File: src/rtl/lc3b_types.sv
// Shared LC-3b types: the machine word and the load unit's state encoding.
package lc3b_types;

   typedef logic [15:0] lc3b_word;

   typedef enum logic [1:0] {
      ST_IDLE = 2'd0,
      ST_REQ  = 2'd1,
      ST_DONE = 2'd2
   } load_state_t;

endpackage

File: src/rtl/byte_select_extend.sv
// Picks a word or one byte of a memory word and zero/sign-extends the byte.
module byte_select_extend
   import lc3b_types::*;
(
   input  lc3b_word rdata,
   input  logic     addr0,
   input  logic     byte_check,
   input  logic     sign_ext,
   output lc3b_word result
);

   logic [7:0] byte_val;

   always_comb begin
      byte_val = addr0 ? rdata[15:8] : rdata[7:0];
      if (!byte_check) begin
         result = rdata;
      end else if (sign_ext) begin
         result = {{8{byte_val[7]}}, byte_val};
      end else begin
         result = {8'h00, byte_val};
      end
   end

endmodule

File: src/rtl/byte_load_unit.sv
// LDB/LDW load unit: one word-aligned memory read per request, with byte
// select/extend and a bounded wait for the memory response.
module byte_load_unit
   import lc3b_types::*;
#(
   parameter int MAX_WAIT = 255
)
(
   input  logic     clk,
   input  logic     rst_n,
   input  logic     start,
   input  lc3b_word address,
   input  logic     byte_check,
   input  logic     sign_ext,
   output lc3b_word mem_address,
   output logic     mem_read,
   input  logic     mem_resp,
   input  lc3b_word mem_rdata,
   output logic     busy,
   output logic     done,
   output logic     error,
   output lc3b_word data_out
);

   localparam int CW = (MAX_WAIT > 0) ? $clog2(MAX_WAIT + 1) : 1;
   localparam logic [CW-1:0] WAIT_LIMIT = CW'(MAX_WAIT);

   load_state_t   state_q, state_d;
   lc3b_word      addr_q;
   logic          byte_q;
   logic          sext_q;
   logic [CW-1:0] wait_cnt;
   lc3b_word      data_q;
   logic          error_q;
   lc3b_word      sel_result;
   logic          accept;
   logic          timeout;

   // Handshake: mem_read stays high for every REQ cycle; the cycle in which
   // mem_resp is high is the cycle whose mem_rdata is consumed.
   assign accept  = (state_q == ST_IDLE) && start;
   assign timeout = (state_q == ST_REQ) && !mem_resp && (wait_cnt == WAIT_LIMIT);

   always_comb begin
      state_d = state_q;
      case (state_q)
         ST_IDLE: if (start) state_d = ST_REQ;
         ST_REQ: begin
            if (mem_resp)     state_d = ST_DONE;
            else if (timeout) state_d = ST_IDLE;
         end
         ST_DONE: state_d = ST_IDLE;
         default: state_d = ST_IDLE;
      endcase
   end

   always_ff @(posedge clk or negedge rst_n) begin
      if (!rst_n) begin
         state_q  <= ST_IDLE;
         addr_q   <= '0;
         byte_q   <= 1'b0;
         sext_q   <= 1'b0;
         wait_cnt <= '0;
         data_q   <= '0;
         error_q  <= 1'b0;
      end else begin
         state_q <= state_d;
         error_q <= timeout;
         if (accept) begin
            addr_q   <= address;
            byte_q   <= byte_check;
            sext_q   <= sign_ext;
            wait_cnt <= '0;
         end else if ((state_q == ST_REQ) && !mem_resp && (wait_cnt != WAIT_LIMIT)) begin
            // Saturates at the limit; the timeout leaves REQ on that same cycle.
            wait_cnt <= wait_cnt + CW'(1);
         end
         if ((state_q == ST_REQ) && mem_resp) begin
            data_q <= sel_result;
         end
      end
   end

   byte_select_extend u_bse (
      .rdata      (mem_rdata),
      .addr0      (addr_q[0]),
      .byte_check (byte_q),
      .sign_ext   (sext_q),
      .result     (sel_result)
   );

   assign mem_read    = (state_q == ST_REQ);
   assign busy        = (state_q != ST_IDLE);
   assign done        = (state_q == ST_DONE);
   assign error       = error_q;
   assign data_out    = data_q;
   assign mem_address = (state_q == ST_REQ) ? {addr_q[15:1], 1'b0} : 16'h0000;

endmodule

File: config.mk
export PLATFORM = sky130hd
export DESIGN_NAME = byte_load_unit
export DESIGN_NICKNAME = d
export VERILOG_FILES = /design/src/rtl/lc3b_types.sv /design/src/rtl/byte_select_extend.sv /design/src/rtl/byte_load_unit.sv
export SDC_FILE = /design/constraint.sdc
export NUM_CORES = 1
export LEC_CHECK = 0
export CORE_ASPECT_RATIO = 2
export CORE_UTILIZATION = 35
export CTS_CLUSTER_DIAMETER = 40
export DETAILED_ROUTE_END_ITERATION = 8
export PLACE_DENSITY_LB_ADDON = 0.1
export SLEW_MARGIN = 15
export SYNTH_ARGS = -nofsm -noshare
export SYNTH_HDL_FRONTEND = slang
export SYNTH_SLANG_ARGS = --single-unit
export TNS_END_PERCENT = 1
File: constraint.sdc
create_clock -name clk -period 2.8 [get_ports clk]
set_input_delay 0.42 -clock clk [delete_from_list [all_inputs] [get_ports clk]]
set_output_delay 0.42 -clock clk [all_outputs]
set_load 0.05 [all_outputs]
==> metrics.txt, run 1 <==
status=finished, final reports clean; yosys warns=0; Skew-Pair Late Insertion Delay=0.28 ns; Placer Congestion=a little over 0.7; dpl hpwl=3.57 mm; critical path's largest stage delay=0.80 ns; Post-synth EDFFs=0; Final TNS setup=0 ns; IO Port Bufs=72; Worst Path Buf+Inv=1; CTS Buf Count=5; Worst Tran Pin Value=1.01 ns; CTS max path bufs=2; Logic pwr share=roughly 48%; clk root buf=clkbuf_16; count of pins over their slew limit=0; CP Launch Type=register; FFs w/ async S/R, synth=100%; CP top delay family=buffers and inverters; WP data required=2.38 ns; HP Class=in -> async; Syn Area/Cell=approximately 9.6 um^2; std cell rows=39; Max Fanout on Critical Path=17; Starting Density=a little over a third; cells along the critical path=nor2b_2, and2_1, clkdlybuf4s50_1; Pwr per Cell Area=1100 mW/mm^2; synth unique cells=30; vias in the first global route=1719; Worst slew margin=32.4%; switch share=42.3%; DRT Pass-1 Iters=4; Post-CTS Setup Bufs=0; internal power=1.90 mW; post-route minimum period=2.60 ns; vias after detailed routing=1677; clk_skew=0.00656 ns; initial antenna violation count=0; Antenna diodes=0; leakage power=about 1.4 nW; Final nets=between 300 and 400; Power Total=3.29 mW; Max-Cap Viols=0; crit share post-route=93.0%; Syn Nets=251; CP Class=reg -> out; register area share after synthesis=55.0%; unrepaired setup endpoints after global routing=false; DRT Wirelength=4.79 mm; Seq cells post-synth=45; first-pass GRT wire length=8.15 mm; Worst-path clk slew=around 0.060 ns; CTS Sinks=45; Final Hold Fails=0; crit end category=output port; worst ir drop on vdd=0.792 mV; slowest CP cell=clkdlybuf4s50_1; pin count of the biggest net entering global routing=46; register share of total power=31.8%; DR iter-0 viols=35; Post-DRT Antenna Nets=0; H-tree depth=2; drt drc=0; Switching Power=1.39 mW; GR Util All Layers=17.0%; wire per inst=roughly 14 um; share of cells above drive strength 1=~6.3%; Final setup viols=0; Clk pwr share=around a fifth; ys flop type=dfrtp_1; GRT overflow=0; area delta synth->final=45.7%; Worst EP arrival=~2.2 ns; Die X=roughly 56 um; number of vias per cell=around 4.8; Fmax=roughly 380 MHz; Synth Instances=212; Chip Height=110 um; CORE AREA=0.00566 mm^2; io pins=74; CTS tree=built; CTS hold repair buffers=0; synthesized area=0.00205 mm^2; cts repair resizes=0; Die ar.=0.00617 mm^2
-- flip-flops by register name, summed over array words and instances, names as in the netlist --
signal,flops
state_q,2
wait_cnt,8
sext_q,1
addr_q,16
byte_q,1
data_out,16
error,1
-- synth_stat cells (all sizes together), types with 2 or more instances --
cell | number | area (um^2)
o22a | 8 | 70.1
buf | 4 | 25.0
clkbuf | 5 | 18.8
nor2b | 10 | 65.1
mux2i | 10 | 100
nand4 | 2 | 12.5
and2 | 17 | 106
nand2 | 70 | 265
dfrtp | 45 | 1130
inv | 4 | 15.0
nand3 | 4 | 25.0
o31ai | 3 | 22.5
o211ai | 3 | 22.5
a21o | 3 | 22.5
nor2 | 3 | 11.3
and3 | 2 | 12.5
o21ai | 12 | 67.6
-- worst reg2reg max path: cells and delay by family (launching register included) --
| kind | cells | cell delay (ns) |
|---|---|---|
| simple gates | 2 | 0.79 |
| flops | 1 | 0.42 |
| compound gates | 2 | 0.40 |
| buf+inv | 1 | 0.27 |
-- final cells by class --
cell class,instances,area [um^2]
multi-input cells,154,861
clock inverters,1,30.0
repair buffers,74,731
clock buffers,7,143
well taps,61,76.3
fillers,546,2680
flip-flops and latches,45,1130
inverters,4,15.0
-- worst paths after layout --
kind / startpoint / endpoint / slack (ns) / depth (start not counted)
min in group clk: addr_q[7] / addr_q[7] / 0.46 / 2
worst max-delay path: state_q[1] / mem_address[5] / 0.20 / 3
worst min register to register: addr_q[7] / addr_q[7] / 0.46 / 2
worst max register to register: state_q[1] / data_out[12] / 0.81 / 5
worst min-delay path: rst_n / data_out[0] / 0.32 / 1
max in group asynchronous: rst_n / addr_q[3] / 1.86 / 1
-- layer usage --
| metal | global-route usage (%) | vias to the layer above | routed length (um) |
|---|---|---|---|
| met5 | 0 | - | 0 |
| met4 | 5.23 | 0 | 48 |
| met3 | 3.15 | 5 | 243 |
| met2 | 32.0 | 59 | 2620 |
| met1 | 19.2 | 772 | 1880 |
| li1 | - | 841 | - |
-- through the flow --
step	setup WS [ns]	util [%]	instances	hold slack [ns]	instance area [um^2]
finish	0.197	52.7	346	0.321	2980
CTS	0.154	52.7	346	0.360	2980
detailed placement	0.466	49.6	338	0.456	2810
global placement	0.481	49.6	338	0.451	2810
global route	0.0605	52.7	346	0.401	2980
floorplan	0.655	-	212	0.124	2050
-- cell families (layout without fill, tap and decap cells) --
group	Yosys count	after routing	share of synthesized area, %
buffers and inverters	13	86	2.87
other	1	1	0.183
adder cells (fa/ha/maj)	1	1	0.612
flip-flops	45	45	55.0
AND/OR/NAND/NOR	112	112	25.8
AO/OA/AOI/OAI	29	29	10.0
multiplexers	11	11	5.44
-- power groups by stage --
stage	registers, mW	logic, mW	clock network, mW
floorplan	1.43	0.671	0
global placement	1.06	1.57	0
detailed placement	1.06	1.59	0
CTS	1.05	1.59	0.697
global route	1.08	1.69	0.716
finish	1.05	1.57	0.670
-- layout by cell type (no fill, tap or decap), types with 2 or more instances in the layout --
cell	instances
nor2b_1	9
nand4_1	2
o211ai_1	3
clkbuf_16	5
nand2_1	69
a21o_1	3
inv_1	3
and3_1	2
clkdlybuf4s50_1	71
nor2_1	3
o22a_1	8
o21ai_0	10
buf_4	2
o31ai_1	3
nand3_1	3
o21ai_2	2
and2_1	17
mux2i_1	10
dfrtp_1	45
(Power assumes the default switching activity.)
==> run 2: changes to the inputs <==
--- a/config.mk
+++ b/config.mk
@@ -7,9 +7,9 @@
 export LEC_CHECK = 0
 export CORE_ASPECT_RATIO = 2
 export CORE_UTILIZATION = 35
-export CTS_CLUSTER_DIAMETER = 40
 export DETAILED_ROUTE_END_ITERATION = 8
-export PLACE_DENSITY_LB_ADDON = 0.1
+export PLACE_DENSITY = 0.65
+export SKIP_CTS_REPAIR_TIMING = 1
 export SLEW_MARGIN = 15
 export SYNTH_ARGS = -nofsm -noshare
 export SYNTH_HDL_FRONTEND = slang
==> run 2 against run 1 <==
Effect of this change:
- die area is the same
- highest routed layer unchanged
- clock skew shrank 0.0033 ns
- critical path depth grew 1
- clock power shrank 14%
- global-route usage shrank 0.066 points
- cell count grew 0.58%
- power shrank 2.3%
- largest cell class unchanged
- critical path type unchanged
- wire length grew 0.96%
==> metrics.txt, run 2 (synthesis results as in run 1) <==
status=finished, final reports clean (unchanged); Post-Layout Cell Count=348 (was 346); H-tree depth=2 (unchanged); post-route minimum period=2.39 ns (was 2.60 ns); Power Total=3.21 mW (was 3.29 mW); Final TNS setup=0 ns (unchanged); clk root buf=clkbuf_16 (unchanged); slowest CP cell=clkdlybuf4s50_1 (unchanged); area delta synth->final=45.4% (was 45.7%); commonest non-fill, non-tap cell in the layout=clkdlybuf4s50_1 (unchanged); critical path's largest stage delay=0.80 ns (about the same); Starting Density=36.1% (unchanged); most frequent cells in the layout=clkdlybuf4s50_1, nand2_1, dfrtp_1, and2_1 (unchanged); Skew-Pair Late Insertion Delay=0.28 ns (about the same); GRT overflow=0 (unchanged); Worst-path clk slew=0.06 ns (about the same); placed cells=341 (was 338); io pins=74 (unchanged); initial antenna violation count=0 (unchanged); unrepaired setup endpoints after global routing=false (unchanged); worst ir drop on vdd=0.637 mV (was 0.792 mV); CP Class=reg -> out (unchanged); Fin Hold WS=0.301 ns (was 0.321 ns); WP data required=2.38 ns (about the same); DR iter-0 viols=51 (was 35); DRT Pass-1 Iters=4 (unchanged); count of pins over their slew limit=0 (unchanged); Worst Path Buf+Inv=2 (was 1); Max Fanout on Critical Path=17 (unchanged); DRT Wirelength=4.84 mm (was 4.79 mm); CP top delay family=buffers and inverters (unchanged); share of cells above drive strength 1=6.97% (was 6.32%); post-route cell area=0.00297 mm^2 (was 0.00298 mm^2); PnR worst setup slack=0.411 ns (was 0.197 ns); Final nets=326 (was 323); CORE AREA=0.00566 mm^2 (unchanged); post-layout util=52.5% (was 52.7%); CTS max path bufs=2 (unchanged); CTS tree=built (unchanged); dpl cell area=0.00283 mm^2 (was 0.00281 mm^2); wire per inst=13.9 um (about the same); leakage power=1.41 nW (about the same); CP Launch Type=register (unchanged); Die ar.=0.00617 mm^2 (unchanged); Chip Height=110 um (unchanged); Fmax=419 MHz (was 384 MHz); Worst Tran Pin Value=0.993 ns (was 1.01 ns); clk_skew=0.00323 ns (was 0.00656 ns); GR Util All Layers=17.0% (about the same); Max-Cap Viols=0 (unchanged); number of vias per cell=4.91 (was 4.85); Final Hold Fails=0 (unchanged); std cell rows=39 (unchanged); HP Class=in -> async (unchanged); Worst slew margin=33.8% (was 32.4%); CTS Sinks=45 (unchanged); Post-DRT Antenna Nets=0 (unchanged); Final setup viols=0 (unchanged); cells along the critical path=nor2b_2, buf_4, and2_1, clkdlybuf4s50_1 (was nor2b_2, and2_1, clkdlybuf4s50_1); CTS Buf Count=5 (unchanged); drt drc=0 (unchanged); IO Port Bufs=72 (unchanged); pin count of the biggest net entering global routing=46 (unchanged); crit share post-route=85.3% (was 93.0%); Setup WS pre-CTS=0.712 ns (was 0.466 ns); Pwr per Cell Area=1080 mW/mm^2 (was 1100 mW/mm^2); Antenna diodes=0 (unchanged); Die X=56.1 um (unchanged); vias after detailed routing=1708 (was 1677); dpl hpwl=3.50 mm (was 3.57 mm); crit end category=output port (unchanged); Placer Congestion=0.750 (was 0.727); vias in the first global route=1594 (was 1719); first-pass GRT wire length=7.96 mm (was 8.15 mm); Worst EP arrival=1.97 ns (was 2.18 ns)
==> run 2: changes by cell type in the layout (fill, tap and decap cells not counted), sizes merged <==
cell and change:
buf +3, bufinv -1
==> run 2: path summary, 6_finish.rpt <==
path                                   from              end  slack, ns  depth (start not counted)
worst min-delay path                  rst_n      data_out[0]       0.30                          1
worst min register to register   addr_q[10]       addr_q[10]       0.47                          2
max in group asynchronous             rst_n       state_q[0]       1.88                          1
worst max register to register  wait_cnt[0]      wait_cnt[6]       0.80                          5
min in group clk                 addr_q[10]       addr_q[10]       0.47                          2
worst max-delay path             state_q[1]  mem_address[10]       0.41                          4
==> run 2: per-layer routing <==
layer | track usage [%] | wire length [um]
met5 | 0 | 0
met4 | 8.89 | 112
met3 | 3.62 | 253
met2 | 29.9 | 2590
met1 | 19.0 | 1890
==> run 2: final cells by class <==
class | instances | area [um^2]
Clock buffer | 7 | 143
Timing Repair Buffer | 77 | 753
Fill cell | 545 | 2690
Sequential cell | 45 | 1130
Inverter | 4 | 15.0
Multi-Input combinational cell | 154 | 861
Tap cell | 61 | 76.3
==> run 2: where the power goes <==
group          switching, mW  total [mW]  internal [mW]
sequential             0.150        1.04          0.894
combinational           1.02        1.59          0.571
clock                  0.228       0.578          0.350
==> run 3: changes to the inputs <==
--- a/config.mk
+++ b/config.mk
@@ -7,6 +7,7 @@
 export LEC_CHECK = 0
 export CORE_ASPECT_RATIO = 2
 export CORE_UTILIZATION = 35
+export CTS_CLUSTER_SIZE = 28
 export DETAILED_ROUTE_END_ITERATION = 8
 export PLACE_DENSITY = 0.65
 export SKIP_CTS_REPAIR_TIMING = 1
==> results of run 3 <==
No change in the layout: final DEF, timing and power equal those of run 2.
